## src/rtl/rect_pkg.sv

```systemverilog
// Shared definitions for the rectangle rasteriser and the VGA adapter wrapper.
package rect_pkg;

    // Control FSM state encoding.
    typedef enum logic [1:0] {
        IDLE   = 2'd0,
        LOAD   = 2'd1,
        DRAW   = 2'd2,
        FINISH = 2'd3
    } state_e;

    // Visible screen size, shared with the VGA adapter wrapper.
    localparam int DEF_SCREEN_W = 160;
    localparam int DEF_SCREEN_H = 120;

endpackage

```

## src/rtl/rect_scan_counter.sv

```systemverilog
// 2-D raster counter (cx fastest). The next-position outputs let the owner
// register a pixel for the position the counter is about to hold, so the
// output registers always describe the counter's current candidate.
module rect_scan_counter #(
    parameter int SIZE_W = 6
) (
    input  logic              clk,
    input  logic              reset,
    input  logic              clear_i,
    input  logic              advance_i,
    input  logic [SIZE_W-1:0] w_i,
    input  logic [SIZE_W-1:0] h_i,
    output logic [SIZE_W-1:0] nxt_cx_o,
    output logic [SIZE_W-1:0] nxt_cy_o,
    output logic              last_pix_o,
    output logic              on_border_o
);

    logic [SIZE_W-1:0] cx_q;
    logic [SIZE_W-1:0] cy_q;
    logic [SIZE_W-1:0] cx_d;
    logic [SIZE_W-1:0] cy_d;
    logic [SIZE_W-1:0] w_m1_s;
    logic [SIZE_W-1:0] h_m1_s;
    logic              last_col_s;

    assign w_m1_s = w_i - SIZE_W'(1);
    assign h_m1_s = h_i - SIZE_W'(1);

    // Next raster position, end-of-row/rectangle flags and border test of the next position.
    always_comb begin
        last_col_s = (cx_q == w_m1_s);
        last_pix_o = last_col_s && (cy_q == h_m1_s);
        cx_d       = cx_q;
        cy_d       = cy_q;
        if (clear_i) begin
            cx_d = {SIZE_W{1'b0}};
            cy_d = {SIZE_W{1'b0}};
        end else if (advance_i) begin
            if (last_col_s) begin
                cx_d = {SIZE_W{1'b0}};
                cy_d = cy_q + SIZE_W'(1);
            end else begin
                cx_d = cx_q + SIZE_W'(1);
                cy_d = cy_q;
            end
        end else begin
            cx_d = cx_q;
            cy_d = cy_q;
        end
        on_border_o = (cx_d == {SIZE_W{1'b0}}) || (cx_d == w_m1_s) ||
                      (cy_d == {SIZE_W{1'b0}}) || (cy_d == h_m1_s);
        nxt_cx_o    = cx_d;
        nxt_cy_o    = cy_d;
    end

    // Counter registers with synchronous active-low reset.
    always_ff @(posedge clk) begin
        if (!reset) begin
            cx_q <= {SIZE_W{1'b0}};
            cy_q <= {SIZE_W{1'b0}};
        end else begin
            cx_q <= cx_d;
            cy_q <= cy_d;
        end
    end

endmodule

```

## src/rtl/rect_drawer.sv

```systemverilog
// Rectangle rasteriser: accepts one command, then emits clipped (and
// optionally outline-only) pixel writes in raster order with back-pressure.
module rect_drawer
    import rect_pkg::*;
#(
    parameter int X_W      = 8,
    parameter int Y_W      = 7,
    parameter int CLR_W    = 3,
    parameter int SIZE_W   = 6,
    parameter int SCREEN_W = DEF_SCREEN_W,
    parameter int SCREEN_H = DEF_SCREEN_H
) (
    input  logic              clk,
    input  logic              reset,
    input  logic              start,
    input  logic [X_W-1:0]    x0,
    input  logic [Y_W-1:0]    y0,
    input  logic [SIZE_W-1:0] w,
    input  logic [SIZE_W-1:0] h,
    input  logic [CLR_W-1:0]  colour,
    input  logic              outline,
    input  logic              plot_ready,
    output logic              busy,
    output logic              done,
    output logic              plot,
    output logic [X_W-1:0]    x,
    output logic [Y_W-1:0]    y,
    output logic [CLR_W-1:0]  colour_out
);

    // Screen limits at the widened sum width so overflow compares as off-screen.
    localparam logic [X_W:0] SCR_W_L = (X_W+1)'(SCREEN_W);
    localparam logic [Y_W:0] SCR_H_L = (Y_W+1)'(SCREEN_H);

    state_e            state_q;
    logic [X_W-1:0]    x0_q;
    logic [Y_W-1:0]    y0_q;
    logic [SIZE_W-1:0] w_q;
    logic [SIZE_W-1:0] h_q;
    logic [CLR_W-1:0]  colour_q;
    logic              outline_q;
    logic              busy_q;
    logic              done_q;
    logic              plot_q;
    logic [X_W-1:0]    x_q;
    logic [Y_W-1:0]    y_q;
    logic [CLR_W-1:0]  colour_out_q;

    logic              clear_s;
    logic              advance_s;
    logic [SIZE_W-1:0] nxt_cx_s;
    logic [SIZE_W-1:0] nxt_cy_s;
    logic              last_pix_s;
    logic              on_border_s;
    logic [X_W:0]      sum_x_s;
    logic [Y_W:0]      sum_y_s;
    logic              vis_s;
    logic              zero_size_s;

    // Counters restart in LOAD; in DRAW they move whenever the current
    // candidate is invisible or the sink takes it.
    assign clear_s   = (state_q == LOAD);
    assign advance_s = (state_q == DRAW) && (!plot_q || plot_ready);

    rect_scan_counter #(
        .SIZE_W (SIZE_W)
    ) u_scan (
        .clk         (clk),
        .reset       (reset),
        .clear_i     (clear_s),
        .advance_i   (advance_s),
        .w_i         (w_q),
        .h_i         (h_q),
        .nxt_cx_o    (nxt_cx_s),
        .nxt_cy_o    (nxt_cy_s),
        .last_pix_o  (last_pix_s),
        .on_border_o (on_border_s)
    );

    // Screen coordinates and visibility of the candidate about to be presented.
    always_comb begin
        sum_x_s     = (X_W+1)'(x0_q) + (X_W+1)'(nxt_cx_s);
        sum_y_s     = (Y_W+1)'(y0_q) + (Y_W+1)'(nxt_cy_s);
        vis_s       = (sum_x_s < SCR_W_L) && (sum_y_s < SCR_H_L) &&
                      (!outline_q || on_border_s);
        zero_size_s = (w_q == {SIZE_W{1'b0}}) || (h_q == {SIZE_W{1'b0}});
    end

    // Control FSM with command latch and registered pixel/handshake outputs.
    always_ff @(posedge clk) begin
        if (!reset) begin
            state_q      <= IDLE;
            x0_q         <= {X_W{1'b0}};
            y0_q         <= {Y_W{1'b0}};
            w_q          <= {SIZE_W{1'b0}};
            h_q          <= {SIZE_W{1'b0}};
            colour_q     <= {CLR_W{1'b0}};
            outline_q    <= 1'b0;
            busy_q       <= 1'b0;
            done_q       <= 1'b0;
            plot_q       <= 1'b0;
            x_q          <= {X_W{1'b0}};
            y_q          <= {Y_W{1'b0}};
            colour_out_q <= {CLR_W{1'b0}};
        end else begin
            case (state_q)
                IDLE: begin
                    done_q <= 1'b0;
                    plot_q <= 1'b0;
                    if (start) begin
                        x0_q      <= x0;
                        y0_q      <= y0;
                        w_q       <= w;
                        h_q       <= h;
                        colour_q  <= colour;
                        outline_q <= outline;
                        busy_q    <= 1'b1;
                        state_q   <= LOAD;
                    end
                end
                LOAD: begin
                    colour_out_q <= colour_q;
                    if (zero_size_s) begin
                        plot_q  <= 1'b0;
                        busy_q  <= 1'b0;
                        done_q  <= 1'b1;
                        state_q <= FINISH;
                    end else begin
                        // Present candidate (0,0) in the first DRAW cycle.
                        plot_q  <= vis_s;
                        x_q     <= sum_x_s[X_W-1:0];
                        y_q     <= sum_y_s[Y_W-1:0];
                        state_q <= DRAW;
                    end
                end
                DRAW: begin
                    if (advance_s) begin
                        if (last_pix_s) begin
                            plot_q  <= 1'b0;
                            busy_q  <= 1'b0;
                            done_q  <= 1'b1;
                            state_q <= FINISH;
                        end else begin
                            plot_q <= vis_s;
                            x_q    <= sum_x_s[X_W-1:0];
                            y_q    <= sum_y_s[Y_W-1:0];
                        end
                    end
                end
                FINISH: begin
                    done_q  <= 1'b0;
                    state_q <= IDLE;
                end
                default: begin
                    plot_q  <= 1'b0;
                    busy_q  <= 1'b0;
                    done_q  <= 1'b0;
                    state_q <= IDLE;
                end
            endcase
        end
    end

    assign busy       = busy_q;
    assign done       = done_q;
    assign plot       = plot_q;
    assign x          = x_q;
    assign y          = y_q;
    assign colour_out = colour_out_q;

endmodule

```

## config.mk

```make
export PLATFORM = sky130hd
export DESIGN_NAME = rect_drawer
export DESIGN_NICKNAME = d
export VERILOG_FILES = /design/src/rtl/rect_pkg.sv /design/src/rtl/rect_scan_counter.sv /design/src/rtl/rect_drawer.sv
export SDC_FILE = /design/constraint.sdc
export NUM_CORES = 1
export LEC_CHECK = 0
export ABC_CLOCK_PERIOD_IN_PS = 11700
export BUFFER_PORTS_ARGS = -buffer_cell sky130_fd_sc_hd__buf_2
export CORE_UTILIZATION = 43
export DETAILED_ROUTE_END_ITERATION = 16
export MAX_ROUTING_LAYER = met4
export PLACE_DENSITY = 0.66
export SYNTH_ARGS = -nofsm -noshare
export SYNTH_HDL_FRONTEND = slang
export SYNTH_SLANG_ARGS = --single-unit
```

## constraint.sdc

```tcl
create_clock -name clk -period 11.7 [get_ports clk]
set_input_delay 0.585 -clock clk [delete_from_list [all_inputs] [get_ports clk]]
set_output_delay 0.585 -clock clk [all_outputs]
set_load 0.01 [all_outputs]
```

==> summary.md, run 1 <==
The setup path with the least slack is of type reg -> reg. Share of power burned in the clock network: 22.5%. Static leakage power: 1.96 nW.

Detail-routed net length per standard cell: 14.1 um. Synthesis handed over a netlist of 496 instances. Registers are responsible for 36.7% of the overall power. At the end of routability-driven placement, the weighted congestion stood at 0.832. The worst setup path is captured at a flop.

The total power per unit cell area is 174 nW/um^2, and the share of the core filled with cells in the final layout is 50.0%. From synthesis to final layout, the design area changed by 12.8%. The worst clock skew came out at 0.0103 ns. Global-route wire length before repair: 16,400 um. The initial antenna violation count came out at 0.

The cell at the root of the clock tree was sky130_fd_sc_hd__clkbuf_8. TritonCTS built the clock tree. The fraction of synthesized cell area taken by the top area cell type came out at 32.3%. The maximum clock frequency was 0.219 GHz.

The count of yosys warnings during synthesis was 0. Input and output buffers added on the ports amount to 55. The via count of the first global-routing pass is 3,499, and the total net switching power is 0.322 mW.

TritonCTS created 9 clock buffers. Before antenna repair, the detailed router went through 4 iterations. The logs give 0 for the antenna cell count and 0.468 ns for the worst hold margin. The routed design has 9470 um of wire.

Setup violations remaining at the end of the flow were counted as 0. For this configuration, the core starts out at a cell density of 44.3%. Sequential elements use 32.3% of the synthesized area.

The clock passes through at most 2 buffers. The clock drives 66 sinks. Combinational cells account for 40.9% of the total power.

Buffers inserted to repair hold after CTS numbered 0. The worst endpoint data arrival time is 4.80 ns, and the post-detailed-route via-to-cell ratio is 5.14. Final period demand of the worst path: 4.57 ns. Setup repair after global routing left no endpoint under its margin.

The tools report the number of DRC markers after the initial detailed-route iteration as 141. The total count of max-transition violations in the final report came out at 0. At the worst endpoint, the required time is 11.93 ns. Cell internal power was estimated by the tool at 0.483 mW. Of all flip-flops after synthesis, the portion carrying an async set or reset was 0%. The worst-case IR drop observed on VDD is 0.0000968 V. The flow ran to the end, and the final reports show no timing, DRC or antenna violations.

After floorplanning, the core was sized to cover 9240 sq um. For this run, the post-layout net count is 596. In the post-synthesis netlist, the cell with the most instances is sky130_fd_sc_hd__nand2_1. In the global route stage, overall resource usage came out at 21.4%. Number of placement rows: 35.

The actual transition at the worst max-transition pin was 1.14 ns; the final period utilization was 39.0%. The synthesized design contains 66 register bits. After clock tree synthesis, the setup repair step added 0 buffers. Including well taps, the total number of placed cells is 657. The die is 99.6 um wide. The logs give 0.36 ns for the clock latency reported for the late side of the worst-skew pair and 0 for the DRC violation count after routing. The run gives 64 as the largest net degree at the start of global routing.

Fraction of layout instances using a drive strength above 1: 16.4%. The count of nets left with antenna violations once routing finished came out at 0. Of all nets on the critical path, the largest fanout is 11. The main flop type after synthesis was sky130_fd_sc_hd__dfxtp_1. Once detailed placement completed, the half-perimeter wirelength came to 6750 um.

The run gives 0 as the final number of hold-violating endpoints. The synthesized netlist contains 62 unique library cells. The logs give 9920 sq um for the die area and 553 for the number of nets in the synthesized netlist.

Post-synthesis cell type with the largest combined area: sky130_fd_sc_hd__dfxtp_1. The height of the die works out to 99.6 um. Dividing the synthesized area by the synthesized cell count gives 8.26 sq um. Clock-pin slew was measured on the worst setup and hold paths at 0.08 ns.

After synthesis, the cell types taking the most area are sky130_fd_sc_hd__dfxtp_1 32%, sky130_fd_sc_hd__nand2_1 8.2%, sky130_fd_sc_hd__xnor2_1 6.6%, sky130_fd_sc_hd__ha_1 6.4%, sky130_fd_sc_hd__a21boi_0 5.9%. Pin placement for this block handled 56 I/O pins. The remaining max-slew budget at the tightest pin was 23.5%; the non-filler instance count after layout was 673. Counting flops with a built-in enable in the synthesized netlist gives 0. CTS built an H-tree with a depth of 3. Kind of start point of the critical path: a flop.

The mapped netlist covers 4100 sq um. In this run switching power makes up 39.9% of total power. In this run, post-CTS repair resized a total of 0 instances.

The run gives 0 ns as the final sum of negative setup slack. The class of the tightest hold or removal check was reg -> reg. The number of max-capacitance violations reported is 0. For the total global routing overflow, the log shows 0. The commonest cells after synthesis are 90 x sky130_fd_sc_hd__nand2_1, 66 x sky130_fd_sc_hd__dfxtp_1, 32 x sky130_fd_sc_hd__a21boi_0.

For this block, the via count after detailed routing is 3,456.
## critical path, stage by stage (launching register included)
cell,delay (ns)
sky130_fd_sc_hd__dfxtp_1,0.39
sky130_fd_sc_hd__inv_1,0.09
sky130_fd_sc_hd__ha_1,0.20
sky130_fd_sc_hd__or3b_1,0.44
sky130_fd_sc_hd__xnor2_1,0.24
sky130_fd_sc_hd__nand3_2,0.20
sky130_fd_sc_hd__nor2_1,0.67
sky130_fd_sc_hd__xnor2_1,0.20
sky130_fd_sc_hd__nor2_1,0.09
sky130_fd_sc_hd__ha_1,0.25
sky130_fd_sc_hd__ha_1,0.22
sky130_fd_sc_hd__or3_1,0.30
sky130_fd_sc_hd__a311o_1,0.31
sky130_fd_sc_hd__a31o_1,0.21
sky130_fd_sc_hd__a21oi_1,0.17
sky130_fd_sc_hd__xnor2_1,0.16
sky130_fd_sc_hd__and4_4,0.24
sky130_fd_sc_hd__a211oi_2,0.06
## placed cells by master, fill, tap and decap left out, types with 14 or more instances in the layout
cell,Yosys,final
sky130_fd_sc_hd__inv_1,14,14
sky130_fd_sc_hd__dfxtp_1,66,66
sky130_fd_sc_hd__nor2_1,29,29
sky130_fd_sc_hd__buf_2,2,55
sky130_fd_sc_hd__mux2i_1,18,18
sky130_fd_sc_hd__nor3_1,16,16
sky130_fd_sc_hd__nor2b_1,25,25
sky130_fd_sc_hd__nand2_1,90,90
sky130_fd_sc_hd__ha_1,21,21
sky130_fd_sc_hd__a21boi_0,32,32
sky130_fd_sc_hd__xnor2_1,31,31
sky130_fd_sc_hd__xor2_1,20,20
## per-layer routing
| layer | wire [um] | global-route usage, % | vias to the layer above |
|---|---|---|---|
| met5 | 0 | - | - |
| met4 | 255 | 8.71 | 0 |
| met3 | 329 | 3.72 | 20 |
| met2 | 4490 | 35.3 | 63 |
| met1 | 4400 | 25.9 | 1597 |
| li1 | - | - | 1776 |
## path summary, 6_finish.rpt
kind / startpoint / end / slack, ns / cells past startpoint
worst min register to register: colour_q[0] / colour_q[0] / 0.47 / 2
worst min-delay path: colour_q[0] / colour_q[0] / 0.47 / 2
worst max-delay path: w_q[0] / plot / 7.13 / 17
worst max register to register: w_q[0] / plot / 7.13 / 17
## sequential cells by signal (all words and copies together), names as in the netlist
register	flops
x0_q	8
x	8
y0_q	7
y	7
h_q	6
u_scan.cx_q	6
u_scan.cy_q	6
w_q	6
colour_out	3
colour_q	3
state_q	2
busy	1
done	1
outline_q	1
plot	1
## power by group through the flow
stage,registers (mW),clock network (mW),logic (mW)
2_1_floorplan,0.294,0,0.257
3_3_place_gp,0.299,0,0.324
3_5_place_dp,0.301,0,0.329
4_1_cts,0.296,0.183,0.331
5_1_grt,0.302,0.191,0.369
6_report,0.295,0.181,0.329
## cell type report
class	count	area, sq um
clock inverter	6	41.3
multi-input combinational	391	2610
sequential	66	1320
clock buffer	10	138
fill	920	4620
timing repair buffer	57	290
tap	129	161
inverter	14	52.6
## logic make-up after synthesis
family	after synthesis	synth area share, %
simple gates	214	25.4
compound gates	84	15.4
flops	66	32.3
xor+xnor	52	11.5
buf+inv	39	3.91
fa+ha+maj	23	7.18
mux	18	4.40
## through the flow
stage	setup WS, ns	power, mW	area, sq um
2_1_floorplan	7.83	0.551	4100
3_3_place_gp	7.29	0.623	4440
3_5_place_dp	7.19	0.630	4440
4_1_cts	7.15	0.809	4620
5_1_grt	6.65	0.863	4620
6_report	7.13	0.805	4620
Power figures use the tool's default switching activity.
==> inputs of run 2 (changes only) <==
Settings changed: ABC_AREA set to 1, ABC_CLOCK_PERIOD_IN_PS 11700 to 4640.
Clock period 11.7 ns to 4.64 ns, I/O delays scaled along.
==> run 2 against run 1 <==
Compared with the run above: clock power rose to 3.3 times the previous value; synthesized area down 2.2%; routed wire length increased by 6.8%; count of clock-buffer cells in the layout fell by 1; power increased to 3.5 times the previous value; critical path depth increased by 6; via count grew 11%; first-iteration DRC count increased by 35%; sequential share of layout area up 0.16 points; utilization rose by 1.9 points; combinational power grew to 4.2 times the previous value; largest cell class unchanged.
==> summary.md, run 2 <==
The run finished with clean final reports. The maximum fanout along the worst path is 12 (was 11). The number of max-capacitance violations reported came out at 0 (unchanged).

The number of setup buffers added after CTS is 0 (unchanged), and the number of nets in the synthesized netlist is 659 (was 553). The initial core utilization was 45.3% (was 44.3%). The worst clock skew was 0.0139 ns (was 0.0103 ns); the number of nets in the finished design was 710 (was 596).

The share of synthesized area occupied by flip-flops and latches was 33.0% (was 32.3%); the number of buffers on the longest clock path was 2 (unchanged). The tools report the startpoint of the worst register-to-register path as w_q[0] (unchanged). The final period utilization works out to 86.6% (was 39.0%). Setup repair after global routing left no endpoint under its margin. The logs give 0.000249 V (was 0.0000968 V) for the highest ir drop seen on vdd and 908 (was 920) for the layout filler cell count.

Count of yosys warnings during synthesis: 0 (unchanged). For the initial antenna violation count, the log shows 0 (unchanged). The fraction of layout instances using a drive strength above 1 works out to 15.5% (was 16.4%). Most frequent cells in the layout: 108 x sky130_fd_sc_hd__nand2_1, 105 x sky130_fd_sc_hd__nor2_1, 71 x sky130_fd_sc_hd__inv_1 (was 90 x sky130_fd_sc_hd__nand2_1, 66 x sky130_fd_sc_hd__dfxtp_1, 55 x sky130_fd_sc_hd__buf_2). The tools report the worst endpoint data arrival time as 4.29 ns (was 4.80 ns).

The combined area of the multi-input logic cells came out at 2290 sq um (was 2610 sq um). The startpoint of the tightest hold check path is x0[0] (was colour_q[0]). Kind of start point of the critical path: a flop (unchanged).

The startpoint-to-endpoint class of the critical path is reg -> reg (unchanged). The number of placement rows is 34 (was 35). Antenna cell count: 0 (unchanged). The unique cell type count in the Yosys netlist was 33 (was 62); the number of synthesized flops with an enable pin was 0 (unchanged). Actual transition at the worst max-transition pin: 0.583 ns (was 1.14 ns).

Post-synth top cells: 108 x sky130_fd_sc_hd__nand2_1, 105 x sky130_fd_sc_hd__nor2_1, 71 x sky130_fd_sc_hd__inv_1 (was 90 x sky130_fd_sc_hd__nand2_1, 66 x sky130_fd_sc_hd__dfxtp_1, 32 x sky130_fd_sc_hd__a21boi_0). The logs give 0 ns (unchanged) for the final sum of negative setup slack and 3 (unchanged) for the maximum level of the CTS H-tree. The critical path required time came out at 4.91 ns (was 11.93 ns). The run gives 51.9% (was 50.0%) as the share of the core filled with cells in the final layout.

The run gives 0.62 ns (was 7.13 ns) as the register-to-register setup slack. Class of the tightest hold or removal check: in -> reg (was reg -> reg). The number of DRC markers after the initial detailed-route iteration was 190 (was 141); the clock latency reported for the late side of the worst-skew pair was 0.35 ns (was 0.36 ns). The area added between synthesis and finish came out at 14.7% (was 12.8%). The placer congestion estimate is 0.930 (was 0.832), and the number of vias after detailed routing is 3,846 (was 3,456). The via count of the first global-routing pass is 3,694 (was 3,499). The tools report the worst hold margin as 0.129 ns (was 0.468 ns).

The detailed placement HPWL was 7710 um (was 6750 um). The number of gates resized after CTS was 0 (unchanged). The run gives 0 (unchanged) as the final number of hold-violating endpoints. The tools report the beginning of the critical path as w_q[0] (unchanged). The tools report the worst min-delay path endpoint as x0_q[0] (was colour_q[0]).

The post-detailed-route via-to-cell ratio is 5.03 (was 5.14), and the final period demand of the worst path is 4.02 ns (was 4.57 ns). Element type at the critical path end: a flop (unchanged). The tools report the finished layout cell area as 4590 sq um (was 4620 sq um).

The fraction of synthesized cell area taken by the top area cell type was 33.0% (was 32.3%); the number of instances in the synthesized netlist was 602 (was 496). The count of buffers inserted at the top-level ports is 55 (unchanged), and the overall power after layout is 2.82 mW (was 0.805 mW). The clock slew at the register clock pins of the worst setup and hold paths works out to 0.09 ns (was 0.08 ns). The total power per unit cell area was 614 nW/um^2 (was 174 nW/um^2); the global-route wire length before repair was 17,300 um (was 16,400 um). The total detailed-routing wirelength is 10,100 um (was 9470 um), and the mean area per synthesized cell is 6.65 sq um (was 8.26 sq um). The main flop type after synthesis is sky130_fd_sc_hd__dfxtp_1 (unchanged). The run gives 50 (was 64) as the largest net degree at the start of global routing.

Depth of the worst register-to-register path: 23 (was 17). The register cell area after layout is 1320 sq um (unchanged). The detailed-routing iteration count for the pre-antenna-repair pass was 5 (was 4). TritonCTS built the clock tree. The maximum clock frequency is 0.249 GHz (was 0.219 GHz).

The count of state elements after synthesis works out to 66 (unchanged). Post-synthesis cell type with the largest combined area: sky130_fd_sc_hd__dfxtp_1 (unchanged). The remaining max-slew budget at the tightest pin was 60.9% (was 23.5%).

The most common cell after layout, fill and taps aside was sky130_fd_sc_hd__nand2_1 (unchanged). The run gives 23.3% (was 21.4%) as the global router's overall resource usage. Cells taking the most area after synthesis: sky130_fd_sc_hd__dfxtp_1 33%, sky130_fd_sc_hd__nand2_1 10%, sky130_fd_sc_hd__nor2_1 9.8%, sky130_fd_sc_hd__o21ai_0 7.1%, sky130_fd_sc_hd__inv_1 6.7% (was sky130_fd_sc_hd__dfxtp_1 32%, sky130_fd_sc_hd__nand2_1 8.2%, sky130_fd_sc_hd__xnor2_1 6.6%, sky130_fd_sc_hd__ha_1 6.4%, sky130_fd_sc_hd__a21boi_0 5.9%).

The placed cell area was 4350 sq um (was 4440 sq um). The DRC violation count after routing came out at 0 (unchanged). Endpoint of the most critical register-to-register path: plot (unchanged). Cell at the root of the clock tree: sky130_fd_sc_hd__clkbuf_8 (unchanged). The cts-stage hold buffer count was 0 (unchanged). Most common cell in the netlist: sky130_fd_sc_hd__nand2_1 (unchanged). The tools report the area inside the core boundary as 8850 sq um (was 9240 sq um). The detail-routed net length per standard cell was 13.2 um (was 14.1 um). Horizontal die dimension: 98.5 um (was 99.6 um).

The tools report the setup violation total in the final timing report as 0 (unchanged). The height of the die was 98.5 um (was 99.6 um); the clock buffer count from CTS was 9 (unchanged). The static leakage power was 2.30 nW (was 1.96 nW); the share of flip-flops with an asynchronous set or reset was 0% (unchanged). For the total count of max-transition violations in the final report, the log shows 0 (unchanged). The tools report the mapped cell area as 4010 sq um (was 4100 sq um). The tools report the die area as 9700 sq um (was 9920 sq um). The logs give 0 (unchanged) for the total global routing overflow and 0 (unchanged) for the number of routed nets with antenna violations. The clock net sink count was 66 (unchanged); the count of pins on the block boundary was 56 (unchanged). The worst hold path stage count was 3 (was 2).
==> run 2: logic make-up (layout without fill, tap and decap cells) <==
kind of cell / Yosys count / count (layout) / share of synthesized area [%]
simple gates: 287 / 287 / 31.1
compound gates: 101 / 101 / 13.4
buf+inv: 100 / 155 / 9.81
flops: 66 / 66 / 33.0
xor+xnor: 26 / 26 / 5.69
fa+ha+maj: 22 / 22 / 7.06
==> run 2: layer usage <==
| metal | GRT usage (%) | vias up | part of all wire (%) |
|---|---|---|---|
| li1 | - | 2027 | - |
| met1 | 29.4 | 1695 | 48 |
| met2 | 37.8 | 106 | 45 |
| met3 | 3.12 | 18 | 5.3 |
| met4 | 9.30 | 0 | 1.7 |
| met5 | - | - | 0 |
==> run 2: cell type report <==
type / count / share of cell area (%)
clock buffers: 9 / 2.70
clock inverters: 6 / 2.51
inverters: 82 / 6.70
multi-input cells: 436 / 49.9
flip-flops and latches: 66 / 28.8
well taps: 108 / 2.94
repair buffers: 58 / 6.49
==> run 2: critical path, cell delays in order (launching register included) <==
cell and delay [ns]:
sky130_fd_sc_hd__dfxtp_1 0.39, sky130_fd_sc_hd__inv_2 0.09, sky130_fd_sc_hd__ha_1 0.33, sky130_fd_sc_hd__or2_2 0.28, sky130_fd_sc_hd__nand3_1 0.09, sky130_fd_sc_hd__nor2_1 0.05, sky130_fd_sc_hd__nand2_1 0.09, sky130_fd_sc_hd__nor2_4 0.06
sky130_fd_sc_hd__nand3_2 0.25, sky130_fd_sc_hd__nand2_2 0.14, sky130_fd_sc_hd__inv_2 0.09, sky130_fd_sc_hd__ha_1 0.16, sky130_fd_sc_hd__inv_1 0.05, sky130_fd_sc_hd__fa_1 0.39, sky130_fd_sc_hd__o21ai_0 0.29, sky130_fd_sc_hd__a21oi_1 0.12
sky130_fd_sc_hd__o21ai_0 0.26, sky130_fd_sc_hd__xor2_1 0.21, sky130_fd_sc_hd__nand2_1 0.08, sky130_fd_sc_hd__a21oi_1 0.14, sky130_fd_sc_hd__nand2_1 0.06, sky130_fd_sc_hd__a21oi_1 0.12, sky130_fd_sc_hd__nand2_1 0.08, sky130_fd_sc_hd__a21oi_2 0.10
==> run 2: worst max path at each step <==
stage	end	slack (ns)	cells after the start
6_report	plot	0.62	23
5_1_grt	plot	0.22	23
4_1_cts	plot	0.65	23
3_5_place_dp	plot	0.69	23
3_3_place_gp	plot	0.79	23
2_1_floorplan	plot	1.12	24
==> run 2: per-stage QoR <==
step	setup slack (ns)	std cells
6_report	0.623	765
4_1_cts	0.646	765
3_3_place_gp	0.785	750
5_1_grt	0.218	765
3_5_place_dp	0.685	750
2_1_floorplan	1.12	602
==> run 2: power breakdown <==
group / switching (mW) / leakage, nW / total [mW] / internal (mW)
Combinational: 0.897 / 1.64 / 1.37 / 0.473
Sequential: 0.115 / 0.544 / 0.848 / 0.733
Clock: 0.244 / 0.116 / 0.601 / 0.357
Total: 1.26 / 2.30 / 2.82 / 1.56
==> inputs of run 3 (changes only) <==
Settings changed: CORE_ASPECT_RATIO set to 2.
==> run 3 against run 2 <==
Compared with the run above: worst hold slack better by 0.015 ns; power up 1.8%; utilization down 0.67 points; critical endpoint unchanged; maximum frequency about the same; first-iteration DRC count down 2.1%; clock skew decreased by 0.0089 ns.
==> summary.md, run 3 (synthesis gave the netlist of run 2 again) <==
The run finished with clean final reports. The global-route wire length before repair came out at 17,500 um (was 17,300 um). The run gives 0 (unchanged) as the number of max-capacitance violations reported. The wire length on met1 was 4120 um (was 4830 um); the post-detailed-route via-to-cell ratio was 5.16 (was 5.03).

The depth of the worst register-to-register path is 23 (unchanged). The sequential share of power was 29.5% (was 30.1%); the via count of the first global-routing pass was 3,791 (was 3,694). The initial core utilization came out at 44.4% (was 45.3%). The final period utilization works out to 86.6% (about the same). Wire length on met3: 384 um (was 536 um).

The final number of hold-violating endpoints was 0 (unchanged); the horizontal die dimension was 70.2 um (was 98.5 um). The number of nets in the finished design came out at 709 (was 710). The startpoint-to-endpoint class of the critical path is reg -> reg (unchanged). The layout filler cell count is 941 (was 908). The logs give 10,800 um (was 10,100 um) for the total detailed-routing wirelength and 0 (unchanged) for the total count of max-transition violations in the final report. The tools report the cell at the root of the clock tree as sky130_fd_sc_hd__clkbuf_16 (was sky130_fd_sc_hd__clkbuf_8). The height of the die works out to 138 um (was 98.5 um). The internal power came out at 1.57 mW (was 1.56 mW). The worst path setup slack after routing is 0.623 ns (about the same). The maximum fanout along the worst path works out to 12 (unchanged).

Setup repair after global routing left no endpoint under its margin. The number of placement rows is 49 (was 34), and the highest ir drop seen on vdd is 0.000340 V (was 0.000249 V). The number of setup buffers added after CTS was 0 (unchanged). Most frequent cells in the layout: 108 x sky130_fd_sc_hd__nand2_1, 105 x sky130_fd_sc_hd__nor2_1, 71 x sky130_fd_sc_hd__inv_1 (unchanged). The tools report the power share of the combinational group as 48.2% (was 48.6%).

The logs give 23.8% (was 23.3%) for the global router's overall resource usage and 50 (unchanged) for the largest net degree at the start of global routing. The placer congestion estimate is 0.920 (was 0.930). Number of routed nets with antenna violations: 0 (unchanged). The setup violation total in the final timing report is 0 (unchanged).

The total net switching power is 1.30 mW (was 1.26 mW), and the clock slew at the register clock pins of the worst setup and hold paths is 0.06 ns (was 0.09 ns). The cts-stage hold buffer count is 0 (unchanged), and the final period demand of the worst path is 4.02 ns (about the same). The worst hold path stage count was 3 (unchanged).

The count of buffers inserted at the top-level ports came out at 55 (unchanged). The tools report the length of routed met2 wiring as 5960 um (was 4580 um). For the remaining max-slew budget at the tightest pin, the log shows 54.0% (was 60.9%).

For the DRC violation count after routing, the log shows 0 (unchanged). The clock net sink count came out at 66 (unchanged). Most common cell after layout, fill and taps aside: sky130_fd_sc_hd__nand2_1 (unchanged).

The worst clock skew was 0.00500 ns (was 0.0139 ns); the total power per unit cell area was 622 nW/um^2 (was 614 nW/um^2). Share of power burned in the clock network: 22.3% (was 21.3%). The logs give 9 (unchanged) for the clock buffer count from CTS and 9010 sq um (was 8850 sq um) for the area inside the core boundary. The number of buffers on the longest clock path is 2 (unchanged), and the maximum clock frequency is 0.249 GHz (about the same). The actual transition at the worst max-transition pin was 0.690 ns (was 0.583 ns). The fraction of layout instances using a drive strength above 1 is 15.5% (unchanged). The tools report the worst slack after detailed placement as 0.634 ns (was 0.685 ns). The logs give 56 (unchanged) for the count of pins on the block boundary and 4.89 ns (was 4.91 ns) for the critical path required time. The static leakage power was 2.31 nW (was 2.30 nW). The number of DRC markers after the initial detailed-route iteration is 186 (was 190), and the detailed-routing iteration count for the pre-antenna-repair pass is 5 (unchanged). The final sum of negative setup slack is 0 ns (unchanged). The area added between synthesis and finish is 15.3% (was 14.7%), and the worst endpoint data arrival time is 4.27 ns (was 4.29 ns). The element type at the critical path end was a flop (unchanged).

The switching part of the total works out to 45.3% (was 44.6%). TritonCTS built the clock tree. The logs give 0 (unchanged) for the number of gates resized after CTS and 0 (unchanged) for the antenna cell count. Kind of start point of the critical path: a flop (unchanged).

The initial antenna violation count is 0 (unchanged). The die area was 9730 sq um (was 9700 sq um). The tools report the finished layout cell area as 4620 sq um (was 4590 sq um). The maximum level of the CTS H-tree was 3 (unchanged).

The detail-routed net length per standard cell came out at 14.2 um (was 13.2 um). The tools report the number of vias after detailed routing as 3,916 (was 3,846). The topmost layer with routed signal wires is met4 (unchanged). The class of the tightest hold or removal check was in -> reg (unchanged). The clock latency reported for the late side of the worst-skew pair is 0.33 ns (was 0.35 ns), and the placed cell area is 4340 sq um (was 4350 sq um).

The total global routing overflow was 0 (unchanged). The detailed placement HPWL is 8460 um (was 7710 um).
[run 3: cell count changes in the layout (fill, tap and decap cells not counted), moves of 2 or more]
| cell | change |
|---|---|
| sky130_fd_sc_hd__clkinvlp_4 | +2 |
| sky130_fd_sc_hd__clkbuf_16 | +9 |
| sky130_fd_sc_hd__clkbuf_8 | -9 |
| sky130_fd_sc_hd__bufinv_16 | -3 |
[run 3: final cells by class]
cell class,count,area [sq um],share of cell area [%]
tap,102,128,2.76
inverter,82,308,6.67
multi-input combinational,436,2290,49.6
clock buffer,9,225,4.88
sequential,66,1320,28.6
timing repair buffer,57,290,6.29
clock inverter,7,53.8,1.17
[run 3: critical path, cell delays in order, from the launching register on]
cell and delay (ns):
sky130_fd_sc_hd__dfxtp_1 0.38, sky130_fd_sc_hd__inv_2 0.09, sky130_fd_sc_hd__ha_1 0.33, sky130_fd_sc_hd__or2_2 0.28, sky130_fd_sc_hd__nand3_1 0.09, sky130_fd_sc_hd__nor2_1 0.05, sky130_fd_sc_hd__nand2_1 0.11, sky130_fd_sc_hd__nor2_4 0.07
sky130_fd_sc_hd__nand3_2 0.25, sky130_fd_sc_hd__nand2_2 0.13, sky130_fd_sc_hd__inv_2 0.08, sky130_fd_sc_hd__ha_1 0.15, sky130_fd_sc_hd__inv_1 0.06, sky130_fd_sc_hd__fa_1 0.40, sky130_fd_sc_hd__o21ai_0 0.29, sky130_fd_sc_hd__a21oi_1 0.10
sky130_fd_sc_hd__o21ai_0 0.27, sky130_fd_sc_hd__xor2_1 0.22, sky130_fd_sc_hd__nand2_1 0.07, sky130_fd_sc_hd__a21oi_1 0.15, sky130_fd_sc_hd__nand2_1 0.07, sky130_fd_sc_hd__a21oi_1 0.13, sky130_fd_sc_hd__nand2_1 0.08, sky130_fd_sc_hd__a21oi_2 0.10
[run 3: routing by layer]
layer / up-vias / track usage, %
met5: - / -
met1: 1777 / 23.0
met4: 0 / 11.1
met3: 21 / 3.57
met2: 92 / 44.8
li1: 2026 / -
[run 3: final timing paths]
path / from / endpoint / slack, ns
worst max-delay path: w_q[0] / plot / 0.62
worst min-delay path: x0[5] / x0_q[5] / 0.14
worst max register to register: w_q[0] / plot / 0.62
worst min register to register: busy / busy / 0.44
[run 3: through the flow]
step           hold slack (ns)  std cells  power (mW)  utilization [%]
2_1_floorplan            0.399        602        1.87                -
3_3_place_gp             0.438        743        2.22             48.1
3_5_place_dp             0.437        743        2.24             48.1
4_1_cts                  0.141        759        2.89             51.2
5_1_grt                  0.156        759        3.12             51.2
6_report                 0.145        759        2.87             51.2
[run 3: power groups by stage]
stage / Combinational, mW / Clock, mW / Sequential, mW
2_1_floorplan: 1.01 / 0 / 0.856
3_3_place_gp: 1.36 / 0 / 0.853
3_5_place_dp: 1.39 / 0 / 0.858
4_1_cts: 1.40 / 0.650 / 0.847
5_1_grt: 1.57 / 0.679 / 0.868
6_report: 1.38 / 0.641 / 0.846
